--- config.mk ---
export PLATFORM = sky130hd
export DESIGN_NAME = mem_access_unit
export DESIGN_NICKNAME = d
export VERILOG_FILES = /design/src/rtl/mem_if_pkg.sv /design/src/rtl/mem_mask_decode.sv /design/src/rtl/mem_access_unit.sv
export SDC_FILE = /design/constraint.sdc
export NUM_CORES = 1
export LEC_CHECK = 0
export BUFFER_PORTS_ARGS = -buffer_cell sky130_fd_sc_hd__clkbuf_2
export CAP_MARGIN = 40
export CELL_PAD_IN_SITES_DETAIL_PLACEMENT = 0
export CELL_PAD_IN_SITES_GLOBAL_PLACEMENT = 1
export CORE_ASPECT_RATIO = 0.8
export CORE_UTILIZATION = 35
export CTS_BUF_LIST = sky130_fd_sc_hd__clkbuf_8 sky130_fd_sc_hd__clkbuf_16
export DETAILED_ROUTE_END_ITERATION = 10
export PLACE_DENSITY = 0.82
export SYNTH_ARGS = -nofsm -noshare
export SYNTH_HDL_FRONTEND = slang
export SYNTH_SLANG_ARGS = --single-unit
--- constraint.sdc ---
create_clock -name clk -period 6.05 [get_ports clk]
set_input_delay 1.21 -clock clk [delete_from_list [all_inputs] [get_ports clk]]
set_output_delay 1.21 -clock clk [all_outputs]
set_load 0.02 [all_outputs]
--- src/rtl/mem_if_pkg.sv ---
// Shared encodings for the processor-side data memory request/stall interface:
// FSM states, sign_mask constants, response error codes and the LED register address.
package mem_if_pkg;

  typedef enum logic [2:0] {
    IDLE,
    ISSUE,
    WAIT_ACK,
    WAIT_DONE,
    RESP
  } state_e;

  // Low three bits select the byte lanes; bit 3 requests sign extension of loads.
  localparam logic [3:0] MASK_B   = 4'b0001;
  localparam logic [3:0] MASK_H   = 4'b0011;
  localparam logic [3:0] MASK_W   = 4'b0111;
  localparam int         SIGN_BIT = 3;

  localparam logic [1:0] ERR_NONE     = 2'b00;
  localparam logic [1:0] ERR_MISALIGN = 2'b01;
  localparam logic [1:0] ERR_TIMEOUT  = 2'b10;
  localparam logic [1:0] ERR_FUNCT3   = 2'b11;

  localparam logic [31:0] DEFAULT_LED_ADDR = 32'h0000_2000;

  localparam logic [2:0] F3_B  = 3'b000;
  localparam logic [2:0] F3_H  = 3'b001;
  localparam logic [2:0] F3_W  = 3'b010;
  localparam logic [2:0] F3_BU = 3'b100;
  localparam logic [2:0] F3_HU = 3'b101;

  function automatic logic [3:0] signed_mask(input logic [3:0] lanes);
    logic [3:0] m;
    m           = lanes;
    m[SIGN_BIT] = 1'b1;
    return m;
  endfunction

endpackage

--- src/rtl/mem_mask_decode.sv ---
// Combinational funct3/store/address decode: produces the memory sign_mask and
// flags illegal funct3 encodings and misaligned accesses.
module mem_mask_decode
  import mem_if_pkg::*;
#(
  parameter logic [31:0] LED_ADDR = DEFAULT_LED_ADDR
) (
  input  logic [2:0]  funct3,
  input  logic        store,
  input  logic [31:0] addr,
  output logic [3:0]  sign_mask,
  output logic        illegal,
  output logic        misaligned
);

  logic half_access;
  logic word_access;

  always_comb begin
    sign_mask   = '0;
    illegal     = 1'b0;
    half_access = 1'b0;
    word_access = 1'b0;
    case (funct3)
      F3_B: sign_mask = signed_mask(MASK_B);
      F3_H: begin
        sign_mask   = signed_mask(MASK_H);
        half_access = 1'b1;
      end
      F3_W: begin
        sign_mask   = MASK_W;
        word_access = 1'b1;
      end
      F3_BU: begin
        sign_mask = MASK_B;
        illegal   = store;
      end
      F3_HU: begin
        sign_mask   = MASK_H;
        half_access = 1'b1;
        illegal     = store;
      end
      default: illegal = 1'b1;
    endcase
    // Stores have nothing to extend.
    if (store) begin
      sign_mask[SIGN_BIT] = 1'b0;
    end
  end

  // The LED register only takes full-word stores; narrower ones are reported as misaligned.
  assign misaligned = (half_access & addr[0])
                    | (word_access & (addr[1:0] != 2'b00))
                    | (store & (addr == LED_ADDR) & ~word_access);

endmodule

--- src/rtl/mem_access_unit.sv ---
// Pipeline-side initiator for the data memory: accepts one load/store per handshake,
// issues a single-cycle strobe, follows the responder's clk_stall and pulses a response.
module mem_access_unit
  import mem_if_pkg::*;
#(
  parameter int          ACK_TIMEOUT = 8,
  parameter logic [31:0] LED_ADDR    = DEFAULT_LED_ADDR
) (
  input  logic        clk,
  input  logic        reset,
  input  logic        req_valid,
  output logic        req_ready,
  input  logic        req_store,
  input  logic [2:0]  req_funct3,
  input  logic [31:0] req_addr,
  input  logic [31:0] req_wdata,
  output logic        rsp_valid,
  output logic [31:0] rsp_rdata,
  output logic        rsp_err,
  output logic [1:0]  rsp_err_code,
  output logic [31:0] mem_addr,
  output logic [31:0] mem_write_data,
  output logic        mem_memwrite,
  output logic        mem_memread,
  output logic [3:0]  mem_sign_mask,
  input  logic [31:0] mem_read_data,
  input  logic        mem_clk_stall,
  output logic        busy
);

  localparam int               CNT_W    = (ACK_TIMEOUT > 1) ? $clog2(ACK_TIMEOUT) : 1;
  localparam logic [CNT_W-1:0] CNT_LAST = CNT_W'(ACK_TIMEOUT - 1);

  state_e           state_q, state_d;
  logic [CNT_W-1:0] cnt_q, cnt_d;
  logic             store_q, store_d;
  logic [31:0]      addr_q, addr_d;
  logic [31:0]      wdata_q, wdata_d;
  logic [3:0]       mask_q, mask_d;
  logic             memread_q, memread_d;
  logic             memwrite_q, memwrite_d;
  logic             rsp_valid_q, rsp_valid_d;
  logic [31:0]      rsp_rdata_q, rsp_rdata_d;
  logic             rsp_err_q, rsp_err_d;
  logic [1:0]       rsp_code_q, rsp_code_d;

  logic [3:0] dec_mask;
  logic       dec_illegal;
  logic       dec_misaligned;
  logic       accept;

  mem_mask_decode #(
    .LED_ADDR(LED_ADDR)
  ) u_decode (
    .funct3    (req_funct3),
    .store     (req_store),
    .addr      (req_addr),
    .sign_mask (dec_mask),
    .illegal   (dec_illegal),
    .misaligned(dec_misaligned)
  );

  // A stall still high in IDLE belongs to an abandoned transaction; wait it out.
  assign req_ready = (state_q == IDLE) & ~mem_clk_stall & ~reset;
  assign accept    = req_valid & req_ready;

  always_comb begin
    state_d     = state_q;
    cnt_d       = cnt_q;
    store_d     = store_q;
    addr_d      = addr_q;
    wdata_d     = wdata_q;
    mask_d      = mask_q;
    memread_d   = 1'b0;
    memwrite_d  = 1'b0;
    rsp_valid_d = 1'b0;
    rsp_rdata_d = rsp_rdata_q;
    rsp_err_d   = rsp_err_q;
    rsp_code_d  = rsp_code_q;
    case (state_q)
      IDLE: begin
        if (accept) begin
          store_d = req_store;
          addr_d  = req_addr;
          wdata_d = req_wdata;
          mask_d  = dec_mask;
          if (dec_illegal || dec_misaligned) begin
            state_d     = RESP;
            rsp_valid_d = 1'b1;
            rsp_err_d   = 1'b1;
            rsp_rdata_d = '0;
            rsp_code_d  = dec_illegal ? ERR_FUNCT3 : ERR_MISALIGN;
          end else begin
            state_d    = ISSUE;
            memread_d  = ~req_store;
            memwrite_d = req_store;
          end
        end
      end
      ISSUE: begin
        state_d = WAIT_ACK;
        cnt_d   = '0;
      end
      WAIT_ACK: begin
        if (mem_clk_stall) begin
          state_d = WAIT_DONE;
        end else if (cnt_q == CNT_LAST) begin
          state_d     = RESP;
          rsp_valid_d = 1'b1;
          rsp_err_d   = 1'b1;
          rsp_rdata_d = '0;
          rsp_code_d  = ERR_TIMEOUT;
        end else begin
          cnt_d = cnt_q + CNT_W'(1);
        end
      end
      WAIT_DONE: begin
        if (!mem_clk_stall) begin
          state_d     = RESP;
          rsp_valid_d = 1'b1;
          rsp_err_d   = 1'b0;
          rsp_code_d  = ERR_NONE;
          rsp_rdata_d = store_q ? '0 : mem_read_data;
        end
      end
      RESP: begin
        state_d     = IDLE;
        rsp_rdata_d = '0;
        rsp_err_d   = 1'b0;
        rsp_code_d  = ERR_NONE;
      end
      default: state_d = IDLE;
    endcase
  end

  always_ff @(posedge clk) begin
    if (reset) begin
      state_q     <= IDLE;
      cnt_q       <= '0;
      store_q     <= 1'b0;
      addr_q      <= '0;
      wdata_q     <= '0;
      mask_q      <= '0;
      memread_q   <= 1'b0;
      memwrite_q  <= 1'b0;
      rsp_valid_q <= 1'b0;
      rsp_rdata_q <= '0;
      rsp_err_q   <= 1'b0;
      rsp_code_q  <= ERR_NONE;
    end else begin
      state_q     <= state_d;
      cnt_q       <= cnt_d;
      store_q     <= store_d;
      addr_q      <= addr_d;
      wdata_q     <= wdata_d;
      mask_q      <= mask_d;
      memread_q   <= memread_d;
      memwrite_q  <= memwrite_d;
      rsp_valid_q <= rsp_valid_d;
      rsp_rdata_q <= rsp_rdata_d;
      rsp_err_q   <= rsp_err_d;
      rsp_code_q  <= rsp_code_d;
    end
  end

  assign mem_addr       = addr_q;
  assign mem_write_data = wdata_q;
  assign mem_sign_mask  = mask_q;
  assign mem_memread    = memread_q;
  assign mem_memwrite   = memwrite_q;
  assign rsp_valid      = rsp_valid_q;
  assign rsp_rdata      = rsp_rdata_q;
  assign rsp_err        = rsp_err_q;
  assign rsp_err_code   = rsp_code_q;
  assign busy           = (state_q != IDLE);

endmodule

==> results by group <==
Synthesis
  • Synth Area in Compound Gates: 11.6%
  • Post-Synth Adder-Cell Area: 0.563%
  • Unique cell type count in the Yosys netlist: 35
  • Most common cell in the netlist: nand2_1
  • Synthesized area per cell: 8.47 µm²
  • Simple logic cell fraction of the synthesized area: 24.5%
  • Largest family of logic cells by synthesized area: simple AND/OR/NAND/NOR gates
  • Mux contribution to synthesized area: 8.11%
  • Post-synthesis sequential area ratio: 50.9%
  • Cell accounting for the most synthesized area: dfxtp_1
  • Asr flop ratio synth: 0%
  • YS warnings: 0
  • Commonest cells post-synth: nand2_1 (165), dfxtp_1 (113), a21oi_1 (71)
  • EDFF count, synth: 0
  • Synth top area cells: dfxtp_1 (51%), nand2_1 (14%), mux2i_1 (8.1%), a21oi_1 (8.0%), nand2b_1 (5.2%)
  • #FFs+latches synth: 113
  • Most used DFF post-synth: dfxtp_1
  • Cell count after synthesis: 525
  • Mapped Area: 0.00444 mm²
  • Share of the synthesized area in the top cell type: 50.9%
  • Syn Nets: 631
  • Post-Synth XOR/XNOR Area: 0%

Power
  • Leak pwr: 0.00285 µW
  • Pwr dens: 324 mW/mm²
  • Peak supply drop: 0.172 mV

Route
  • Detailed-route via count: 4266
  • DR iter-0 viols: 190
  • Total Routed Length: 12300 µm
  • ANT nets after route: 0
  • Vias per cell: 4.71
  • Routed len/inst: 13.6 µm
  • Drt drc: 0
  • Drt pass-1 iters: 4

Die
  • I/O pin count: 212
  • Initial core utilization: 36.1%
  • Core area: 0.0123 mm²
  • Die Area: 0.0132 mm²
  • Die width: 128 µm
  • Die span in y: 103 µm
  • Num rows: 36

Worst setup path
  • Crit path from: reset
  • R2R Setup Slk: 3.06 ns
  • FF-to-FF Start: state_q[1]
  • Crit path max fanout: 36
  • Data arrival, critical path: 2.06 ns
  • CP required: 4.84 ns
  • Nature of the critical path endpoint: output port
  • CP startpoint kind: primary input
  • Critical path class: in2out

CTS
  • Post CTS Setup Buffer Count: 0
  • # clock sinks: 113
  • Cts hold-fix bufs: 0
  • Clk buf depth: 2
  • Post-CTS resize count: 0
  • TritonCTS Buffers: 17
  • CTS tree: built
  • H-tree depth: 4
  • Root buffer cell: clkbuf_16
  • Clock-pin slew of the registers on the worst-case setup and hold paths: 0.05 ns
  • Clk Latency, worst-skew pair: 0.40 ns

Timing
  • Minimum clock period: 3.27 ns
  • Worst-margin pin slew: 0.754 ns
  • Period utilization: 54.0%
  • Setup tns final: 0 ns
  • Final Setup Violations: 0
  • Slew headroom: 49.7%
  • Fmax: 0.306 GHz
  • Final max-slew violation count: 0
  • RSZ-0062 raised after global routing: no
  • Clock skew: 0.00730 ns
  • Final setup margin: 2.78 ns
  • Final Hold Viols: 0

Worst hold path
  • Hold WC Path Type: reg2reg
  • Hold path start: mem_addr[25]

Global routing
  • GRT overflow: 0
  • GRT Overall Usage: 18.3%
  • Initial antenna violation count: 0
  • Vias in the first global route: 3874
  • Largest net degree at the start of global routing: 83
  • Global-route wire length before repair: 18700 µm

Layout
  • Ant. Diodes: 0
  • Synth-to-Final Area Change: 40.6%
  • Nets@finish: 827
  • Fill count: 1209
  • Share of cells above drive strength 1: 34.9%
  • Final core utilization: 50.8%
  • Finished Layout Cells: 905

Placement
  • Pre-CTS WS: 2.61 ns
  • Dpl hpwl: 8660 µm
  • Buffers on Ports: 211
  • Routability congestion estimate: 0.755
  • Placed Cells: 873

Flow run
  • Max-cap violations: 0

Status
  • Status: complete, no violations
==> state kept, by name (all words and copies together), names as in the netlist <==
| signal | count |
|---|---|
| mem_memwrite | 1 |
| rsp_err_code | 2 |
| mem_memread | 1 |
| mem_sign_mask | 4 |
| rsp_rdata | 32 |
| mem_addr | 32 |
| mem_write_data | 32 |
| store_q | 1 |
| state_q | 3 |
| rsp_err | 1 |
| cnt_q | 3 |
| rsp_valid | 1 |
==> worst max-delay path: stages <==
cell and delay (ns):
buf_4 0.24, nor3_1 0.36, clkbuf_2 0.24
==> power by group <==
group / total, µW / internal, µW / switching (µW)
Clock: 1080 / 728 / 352
Sequential: 776 / 764 / 12.0
Combinational: 168 / 67.5 / 101
Total: 2020 / 1560 / 465
==> per-layer routing <==
metal / wire length [µm] / GRT usage, %
met2: 5400 / 28.3
met3: 999 / 6.80
met4: 133 / 8.14
met5: 0 / 0
met1: 5730 / 23.0
==> layout make-up <==
class | count | area, µm² | share of cell area [%]
clock buffers | 17 | 425 | 6.81
clock inverters | 15 | 218 | 3.48
flip-flops and latches | 113 | 2260 | 36.2
multi-input cells | 370 | 2020 | 32.3
well taps | 171 | 214 | 3.42
repair buffers | 216 | 1100 | 17.5
inverters | 3 | 11.3 | 0.180
==> worst paths after layout <==
| path | endpoint | cells past startpoint |
|---|---|---|
| min reg2reg | mem_addr[25] | 2 |
| max | req_ready | 3 |
| min | mem_addr[25] | 2 |
| max reg2reg | rsp_valid | 6 |
==> cells by family (layout without fill, tap and decap cells) <==
| group | Yosys count | after routing |
|---|---|---|
| AOI/OAI and AO/OA | 87 | 87 |
| adders and majority gates | 2 | 2 |
| buffers and inverters | 42 | 251 |
| DFF | 113 | 113 |
| muxes | 36 | 36 |
| and+or+nand+nor | 245 | 245 |
==> layout by cell type (no fill, tap or decap), drive strengths merged, types with 2 or more instances in the layout <==
cell type,count
ha,2
or3,2
nand3,2
a211oi,2
a21oi,71
nor4b,3
a2111oi,2
nand2b,37
o21ai,4
clkinv,6
clkbuf,227
nand2,165
nor3,5
clkinvlp,3
dfxtp,113
bufinv,5
nor2,15
mux2i,36
nor4,9
nand4,2
inv,4
buf,6
==> stage by stage <==
stage	hold slack [ns]	cell area (µm²)	power, µW
2_1_floorplan	0.437	4440	888
3_3_place_gp	0.442	5600	959
3_5_place_dp	0.448	5600	961
4_1_cts	0.456	6250	2040
5_1_grt	0.473	6250	2100
6_report	0.451	6250	2020
(Power assumes the default switching activity.)
